$ cat config.mk
export PLATFORM = sky130hd
export DESIGN_NAME = shift_tx_ctrl
export DESIGN_NICKNAME = d
export VERILOG_FILES = /design/src/rtl/shift_tx_ctrl.sv
export SDC_FILE = /design/constraint.sdc
export NUM_CORES = 1
export LEC_CHECK = 0
export CORE_AREA = 8 8 83 85
export CTS_CLUSTER_SIZE = 8
export DETAILED_ROUTE_END_ITERATION = 8
export DIE_AREA = 0 0 91 93
export GPL_TIMING_DRIVEN = 0
export SLEW_MARGIN = 20
export SYNTH_ARGS = -nofsm -noshare
export SYNTH_HDL_FRONTEND = slang
export SYNTH_SLANG_ARGS = --single-unit
$ cat constraint.sdc
create_clock -name i_clk -period 2.19 [get_ports i_clk]
set_clock_uncertainty 0.05 [all_clocks]
set_input_delay 0.219 -clock i_clk [delete_from_list [all_inputs] [get_ports i_clk]]
set_output_delay 0.219 -clock i_clk [all_outputs]
set_load 0.01 [all_outputs]
$ cat src/rtl/shift_tx_ctrl.sv
// Parallel-to-serial transmit controller: accepts a word over valid/ready, shifts it out
// MSB- or LSB-first at a programmable bit period, then idles for one bit period and pulses done.
module shift_tx_ctrl #(
  parameter int unsigned WIDTH = 8,
  parameter int unsigned DIV_W = 8,
  parameter int unsigned CNT_W = 4
) (
  input  logic             i_clk,
  input  logic             i_rstn,
  input  logic [WIDTH-1:0] i_data,
  input  logic             i_valid,
  output logic             o_ready,
  input  logic [DIV_W-1:0] i_div,
  input  logic             i_msb_first,
  input  logic             i_abort,
  output logic             o_sdo,
  output logic             o_bit_stb,
  output logic             o_frame,
  output logic [CNT_W-1:0] o_bit_cnt,
  output logic             o_done,
  output logic             o_busy
);

  typedef enum logic [1:0] {
    StIdle,
    StShift,
    StGap
  } state_e;

  localparam logic [CNT_W-1:0] LastBit = CNT_W'(WIDTH - 1);

  state_e             state_q, state_d;
  logic [WIDTH-1:0]   sr_q, sr_d;
  logic [DIV_W-1:0]   div_q, div_d;
  logic               msb_q, msb_d;
  logic [DIV_W-1:0]   div_cnt_q, div_cnt_d;
  logic [CNT_W-1:0]   bit_cnt_q, bit_cnt_d;
  logic               sdo_q, sdo_d;
  logic               bit_stb_q, bit_stb_d;
  logic               done_q, done_d;

  logic               period_end;

  // Counter is compared before increment, so div at its maximum never wraps mid-bit.
  assign period_end = (div_cnt_q == div_q);

  always_comb begin
    state_d   = state_q;
    sr_d      = sr_q;
    div_d     = div_q;
    msb_d     = msb_q;
    div_cnt_d = div_cnt_q;
    bit_cnt_d = bit_cnt_q;
    sdo_d     = sdo_q;
    bit_stb_d = 1'b0;
    done_d    = 1'b0;

    unique case (state_q)
      StIdle: begin
        if (i_valid) begin
          state_d   = StShift;
          sr_d      = i_data;
          div_d     = i_div;
          msb_d     = i_msb_first;
          div_cnt_d = '0;
          bit_cnt_d = '0;
          sdo_d     = i_msb_first ? i_data[WIDTH-1] : i_data[0];
          bit_stb_d = 1'b1;
        end
      end

      StShift: begin
        if (i_abort) begin
          state_d   = StIdle;
          div_cnt_d = '0;
          bit_cnt_d = '0;
          sdo_d     = 1'b0;
        end else if (period_end) begin
          div_cnt_d = '0;
          if (bit_cnt_q != LastBit) begin
            bit_cnt_d = bit_cnt_q + CNT_W'(1);
            bit_stb_d = 1'b1;
            if (msb_q) begin
              sr_d  = sr_q << 1;
              sdo_d = sr_q[WIDTH-2];
            end else begin
              sr_d  = sr_q >> 1;
              sdo_d = sr_q[1];
            end
          end else begin
            state_d   = StGap;
            bit_cnt_d = '0;
            sdo_d     = 1'b0;
          end
        end else begin
          div_cnt_d = div_cnt_q + DIV_W'(1);
        end
      end

      StGap: begin
        if (i_abort) begin
          state_d   = StIdle;
          div_cnt_d = '0;
        end else if (period_end) begin
          state_d   = StIdle;
          div_cnt_d = '0;
          done_d    = 1'b1;
        end else begin
          div_cnt_d = div_cnt_q + DIV_W'(1);
        end
      end

      default: begin
        state_d   = StIdle;
        div_cnt_d = '0;
        bit_cnt_d = '0;
        sdo_d     = 1'b0;
      end
    endcase
  end

  always_ff @(posedge i_clk or negedge i_rstn) begin
    if (!i_rstn) begin
      state_q   <= StIdle;
      sr_q      <= '0;
      div_q     <= '0;
      msb_q     <= 1'b0;
      div_cnt_q <= '0;
      bit_cnt_q <= '0;
      sdo_q     <= 1'b0;
      bit_stb_q <= 1'b0;
      done_q    <= 1'b0;
    end else begin
      state_q   <= state_d;
      sr_q      <= sr_d;
      div_q     <= div_d;
      msb_q     <= msb_d;
      div_cnt_q <= div_cnt_d;
      bit_cnt_q <= bit_cnt_d;
      sdo_q     <= sdo_d;
      bit_stb_q <= bit_stb_d;
      done_q    <= done_d;
    end
  end

  assign o_ready   = (state_q == StIdle);
  assign o_busy    = (state_q != StIdle);
  assign o_frame   = (state_q == StShift);
  assign o_sdo     = sdo_q;
  assign o_bit_stb = bit_stb_q;
  assign o_bit_cnt = bit_cnt_q;
  assign o_done    = done_q;

endmodule
==> results of run 1 <==
[repair_timing]
item,CTS,global route
hold endpoints to repair,15,0
resized for setup,3,4
pin swaps,3,2
endpoints found under the setup margin,8,9
buffers inserted,3,1
hold buffers,1,0
gates cloned,0,0
[final timing paths]
check,endpoint,startpoint,cells past startpoint
worst max-delay path,sr_q[5],div_cnt_q[4],5
worst min-delay path,o_sdo,i_rstn,2
worst max register to register,sr_q[5],div_cnt_q[4],5
worst min register to register,o_sdo,o_sdo,1
max in group asynchronous,div_cnt_q[4],i_rstn,3
min in group i_clk,o_sdo,o_sdo,1
[registers in the layout, indices dropped and copies added, names as in the netlist]
| name | count |
|---|---|
| div_cnt_q | 8 |
| div_q | 8 |
| msb_q | 1 |
| o_bit_cnt | 4 |
| o_bit_stb | 1 |
| o_done | 1 |
| o_sdo | 1 |
| sr_q | 8 |
| state_q | 2 |
[kinds of logic after synthesis]
family                   Yosys count  synth area share [%]
AO/OA/AOI/OAI                     36                  13.1
XOR/XNOR                           8                  3.74
adder cells (fa/ha/maj)            5                  3.34
buffers and inverters             15                  3.48
flip-flops                        34                  45.5
multiplexers                      29                  16.8
AND/OR/NAND/NOR                   51                  14.0
[layout make-up]
cell class                      instances  area, sq um  share of cell area, %
Clock buffer                            7         76.3                   3.16
Sequential cell                        34          852                   35.2
Timing Repair Buffer                   36          363                   15.0
Inverter                                9         33.8                   1.40
Tap cell                               75         93.8                   3.88
Buffer                                  4         23.8                  0.983
Multi-Input combinational cell        129          975                   40.3
[per-stage QoR]
stage / total power [mW] / TNS (ps) / utilization (%) / worst slack (ps)
6_report: 2.60 / 0 / 42.6 / 87.6
5_1_grt: 2.79 / 0 / 42.6 / 4.65
4_1_cts: 2.61 / 0 / 42.2 / 36.5
3_5_place_dp: 2.15 / -1650 / 40.3 / -212
3_3_place_gp: 2.11 / -1440 / 39.9 / -186
2_1_floorplan: 1.80 / 0 / - / 45.1
[power by group]
| group | switching (mW) | internal (mW) | total [mW] |
|---|---|---|---|
| registers | 0.147 | 0.831 | 0.978 |
| clock network | 0.211 | 0.219 | 0.430 |
| logic | 0.588 | 0.603 | 1.19 |
| total | 0.945 | 1.65 | 2.60 |
[cell usage in the layout (no fill, tap or decap), types with 2 or more instances in the layout]
master | netlist | routed
a21oi_1 | 10 | 9
a31oi_1 | 4 | 4
and3_1 | 3 | 3
buf_4 | 0 | 4
clkbuf_1 | 4 | 4
clkbuf_8 | 0 | 5
clkdlybuf4s50_1 | 0 | 29
dfrtp_1 | 34 | 33
ha_1 | 5 | 4
inv_1 | 9 | 9
mux2_2 | 19 | 19
mux2i_1 | 9 | 9
nand2_1 | 18 | 18
nand2b_1 | 3 | 3
nand3_1 | 8 | 8
nor2_1 | 12 | 12
nor4_4 | 2 | 2
o21ai_0 | 6 | 6
o22ai_1 | 4 | 4
o311ai_0 | 4 | 4
xor2_1 | 8 | 8
[routing by layer]
metal / wire, um / global-route usage (%) / up-vias
met1: 1960 / 12.8 / 709
met3: 105 / 2.48 / 5
li1: - / - / 715
met2: 1980 / 16.3 / 22
met5: 0 / 0 / -
met4: 58 / 3.96 / 0
==> metrics.txt, run 1 <==
CTS Root Cell=clkbuf_8; largest cells by area after synthesis=dfrtp_1 45%, mux2_2 11%, mux2i_1 4.8%; Nets=about 250; CP delay by family, top=compound AO/OA/AOI/OAI gates; antenna-violating nets left=0; largest net degree at the start of global routing=20; Chip Width=91 um; Critical Path, Cell by Cell=xor2_1 > nor4_4 > o2111ai_2 > a21oi_4 > mux2_2; Sink Count=34; RePlAce Congestion=around 0.75; Detailed Place HPWL=3.16 mm; max-cap violations=0; Skew-Pair Late Insertion Delay=between 200 and 300 ps; Synth top cells by count=34 x dfrtp_1, 19 x mux2_2, 18 x nand2_1; Netlist Area Pre-Place=~1900 sq um; Clk pin slew, worst setup/hold paths=roughly 70 ps; crit path time final=2100 ps; antenna violations before repair=0; Final Hold Vio Count=0; worst path buffer plus inverter count=0; R2R setup slack=about 90 ps; final setup vio count=0; WL final=roughly 4.1 mm; Distinct cells, synth=33; IO Pins=31; Num CTS Buffers=5; achievable clock frequency=476 MHz; EDFF count, synth=0; CORE AREA=5680 sq um; DRT iter0 DRCs=between 90 and 100; Critical Path RT=2300 ps; Synth Register Bits=34; CTS tree=built; share of the synthesized area in the top cell type=45.5%; Detailed Routing Iterations Pass 1=4; H-tree level count=2; Synth area leader=dfrtp_1; initial core utilization=~33%; status=complete, no violations; CP Launch Type=flip-flop; total track usage=10.1%; Overflow after GRT=0; syn nets=204; ys flop type=dfrtp_1; Finished Layout Cells=294; layout cell share with drive strength beyond 1=between 10% and 20%; Post-synth ARST share=100%; Max FO, Critical Path=8; ant diodes=0; RSZ-0062 raised after global routing=false; area delta synth->final=29.1%; Leak=~1.0 nW; die footprint=roughly 8500 sq um; Hold Path Class=input pin to asynchronous set/reset pin; routed len/inst=14.0 um; Pwr Density=1070 nW/um^2; CP peak stage delay=450 ps; clk buf depth=2; VDD IR-drop max=0.000461 V; Syn Inst Count=about 180; max-slew violations=0; area post-placement=2290 sq um; port buffer count=30; Remaining DRCs=0; crit path DAT=2220 ps; Post-Syn Area per Cell=10.5 sq um; post-placement cell count=284; Final Cycle Share=96.0%; first-pass GRT wire length=approximately 7.1 mm; Crit Path Class=flip-flop to flip-flop; Tightest Pin Transition=about 600 ps; sequential share of the synthesized area=45.5%; Worst path slowest cell=dfrtp_2; CP Capture Type=flip-flop; synth warn=0; vias in the first global route=1540; Die Span Y=roughly 93 um; via/cell ratio=between 4 and 5; Vias=1451; Rel. slew slack=59.9%; most frequent cell after synthesis=dfrtp_1; FP Rows=28; fillcell total=585; Finished Cell Area=2420 sq um; hold slack=340 ps
(Power assumes the default switching activity.)
==> run 2: changes to the inputs <==
clock period = 2.32 ns   (was 2.19 ns; I/O delays follow)
==> run 2 against run 1 <==
  * Via count decreased by 1.4%
  * Register-to-register slack is essentially flat
  * Maximum frequency decreased by 5.4%
  * Largest cell class unchanged
  * Highest routed layer unchanged
==> metrics.txt, run 2 (synthesis gave the netlist of run 1 again) <==
ant diodes=0 (unchanged); CP delay by family, top=compound AO/OA/AOI/OAI gates; Max FO, Critical Path=8 (unchanged); DRT iter0 DRCs=129 (+40%); fillcell total=583 (-0.34%); total negative slack=0 ps (unchanged); Skew-Pair Late Insertion Delay=280 ps (about the same); status=complete, no violations; Critical Path RT=2430 ps (+130 ps); CP Capture Type=flip-flop; CP peak stage delay=380 ps (-70 ps); Chip Width=91 um (unchanged); CTS tree=built; Die Span Y=93 um (unchanged); area of the multi-input gates=961 sq um (-1.4%); Sink Count=34 (unchanged); Leak=1.01 nW (-0.67%); WL final=4.08 mm (-0.58%); Detailed Place HPWL=3.16 mm (unchanged); WL met3=116 um (+10%); Nets=244 (-0.41%); final core occ=42.1% (-0.46 points); commonest non-fill, non-tap cells in the layout=34 x dfrtp_1, 29 x clkdlybuf4s50_1, 19 x mux2_2, 18 x nand2_1, 12 x nor2_1; Tightest Pin Transition=600 ps (+4.92 ps); Crit Path Class=flip-flop to flip-flop; die footprint=8460 sq um (unchanged); initial core utilization=33.0% (unchanged); final setup vio count=0 (unchanged); via/cell ratio=4.88 (-1.1%); worst path buffer plus inverter count=1 (+1); port buffer count=30 (unchanged); largest net degree at the start of global routing=20 (unchanged); crit path time final=2220 ps (+121 ps); IO Pins=31 (unchanged); RePlAce Congestion=0.754 (unchanged); VDD IR-drop max=0.000422 V (-8.5%); Hold Path Class=input pin to asynchronous set/reset pin; Final Hold Vio Count=0 (unchanged); Worst path slowest cell=mux2_2; Vias=1430 (-1.4%); layout cell share with drive strength beyond 1=17.0% (-1.7 points); max layer used=met4; biggest regs=div_cnt_q (8), div_q (8), sr_q (8); commonest non-fill, non-tap cell in the layout=dfrtp_1; Detailed Routing Iterations Pass 1=4 (unchanged); WL met2=1.94 mm (-2.2%); CP Launch Type=flip-flop; antenna-violating nets left=0 (unchanged); Num CTS Buffers=5 (unchanged); Pwr Density=1020 nW/um^2 (-5.4%); CORE AREA=5680 sq um (unchanged); RSZ-0062 raised after global routing=false; Remaining DRCs=0 (unchanged); crit path DAT=2340 ps (+120 ps); FP Rows=28 (unchanged); routed len/inst=13.9 um (-0.25%); achievable clock frequency=450 MHz (-5.4%); H-tree level count=2 (unchanged); antenna violations before repair=0 (unchanged); max-cap violations=0 (unchanged); vias in the first global route=1531 (-0.58%); Design Power=2.43 mW (-6.5%); total area of sequential cells=851 sq um (-0.15%); Critical Path, Cell by Cell=clkbuf_2 > xor2_1 > nor4_4 > o2111ai_2 > a21oi_4 > mux2_2; Final Cycle Share=95.8% (-0.18 points); first-pass GRT wire length=7.00 mm (-1.1%); Metal-1 WL=1.97 mm (+0.61%); clk buf depth=2 (unchanged); Overflow after GRT=0 (unchanged); area delta synth->final=27.7%; Rel. slew slack=59.6% (-0.33 points); total track usage=10.0% (-0.12 points); Clk pin slew, worst setup/hold paths=70 ps (about the same); max-slew violations=0 (unchanged); CTS Root Cell=clkbuf_8
run 2: changes by cell type in the layout (fill, tap and decap cells not counted), sizes merged:
cell / delta
buf: -2
clkbuf: +1
run 2: what timing repair did:
| item | in CTS | in global routing |
|---|---|---|
| resized for setup | 0 | 2 |
| pin swaps | 0 | 4 |
| hold buffers | 1 | 0 |
| setup endpoints to repair | 8 | 8 |
| buffers inserted | 0 | 2 |
| endpoints found under the hold margin | 15 | 0 |
| gates cloned | 0 | 0 |
run 2: final timing paths:
| check | start | end | slack, ps | cells past startpoint |
|---|---|---|---|---|
| min in group i_clk | o_sdo | o_sdo | 440 | 1 |
| max in group asynchronous | i_rstn | div_q[1] | 1440 | 3 |
| hold reg to reg | o_sdo | o_sdo | 440 | 1 |
| setup reg to reg | div_cnt_q[4] | sr_q[5] | 100 | 6 |
| setup / recovery | div_cnt_q[4] | sr_q[5] | 100 | 6 |
| hold / removal | i_rstn | o_sdo | 360 | 2 |
run 2: worst reg2reg max path: stages, from the launching register on:
cell and delay [ps]:
dfrtp_1 360, clkbuf_2 160, xor2_1 190, nor4_4 370, o2111ai_2 230, a21oi_4 350
mux2_2 380
run 2: power breakdown:
group / internal [mW] / switching [mW] / leakage, nW / total [mW]
clock network: 0.206 / 0.198 / 0.0383 / 0.404
logic: 0.555 / 0.554 / 0.539 / 1.11
registers: 0.785 / 0.133 / 0.431 / 0.918
run 2: final cells by class:
cell class                      count  area share, %
Multi-Input combinational cell    129           40.2
Sequential cell                    34           35.6
Timing Repair Buffer               34           14.5
Tap cell                           75           3.92
Clock buffer                        7           3.19
Inverter                            9           1.41
Buffer                              5           1.15
run 2: per-layer routing:
| layer | track usage (%) | up-vias |
|---|---|---|
| li1 | - | 716 |
| met1 | 12.6 | 687 |
| met2 | 16.3 | 22 |
| met3 | 2.40 | 5 |
| met4 | 3.82 | 0 |
| met5 | 0 | - |
run 2: per-stage QoR:
stage	setup WS (ps)	instances	cell area (sq um)	hold WS, ps
floorplan	175	178	1870	-114
detailed placement	-82.0	284	2290	132
global placement	-56.2	283	2270	436
finish	96.9	293	2390	355
CTS	26.7	291	2370	366
global route	5.08	293	2390	377
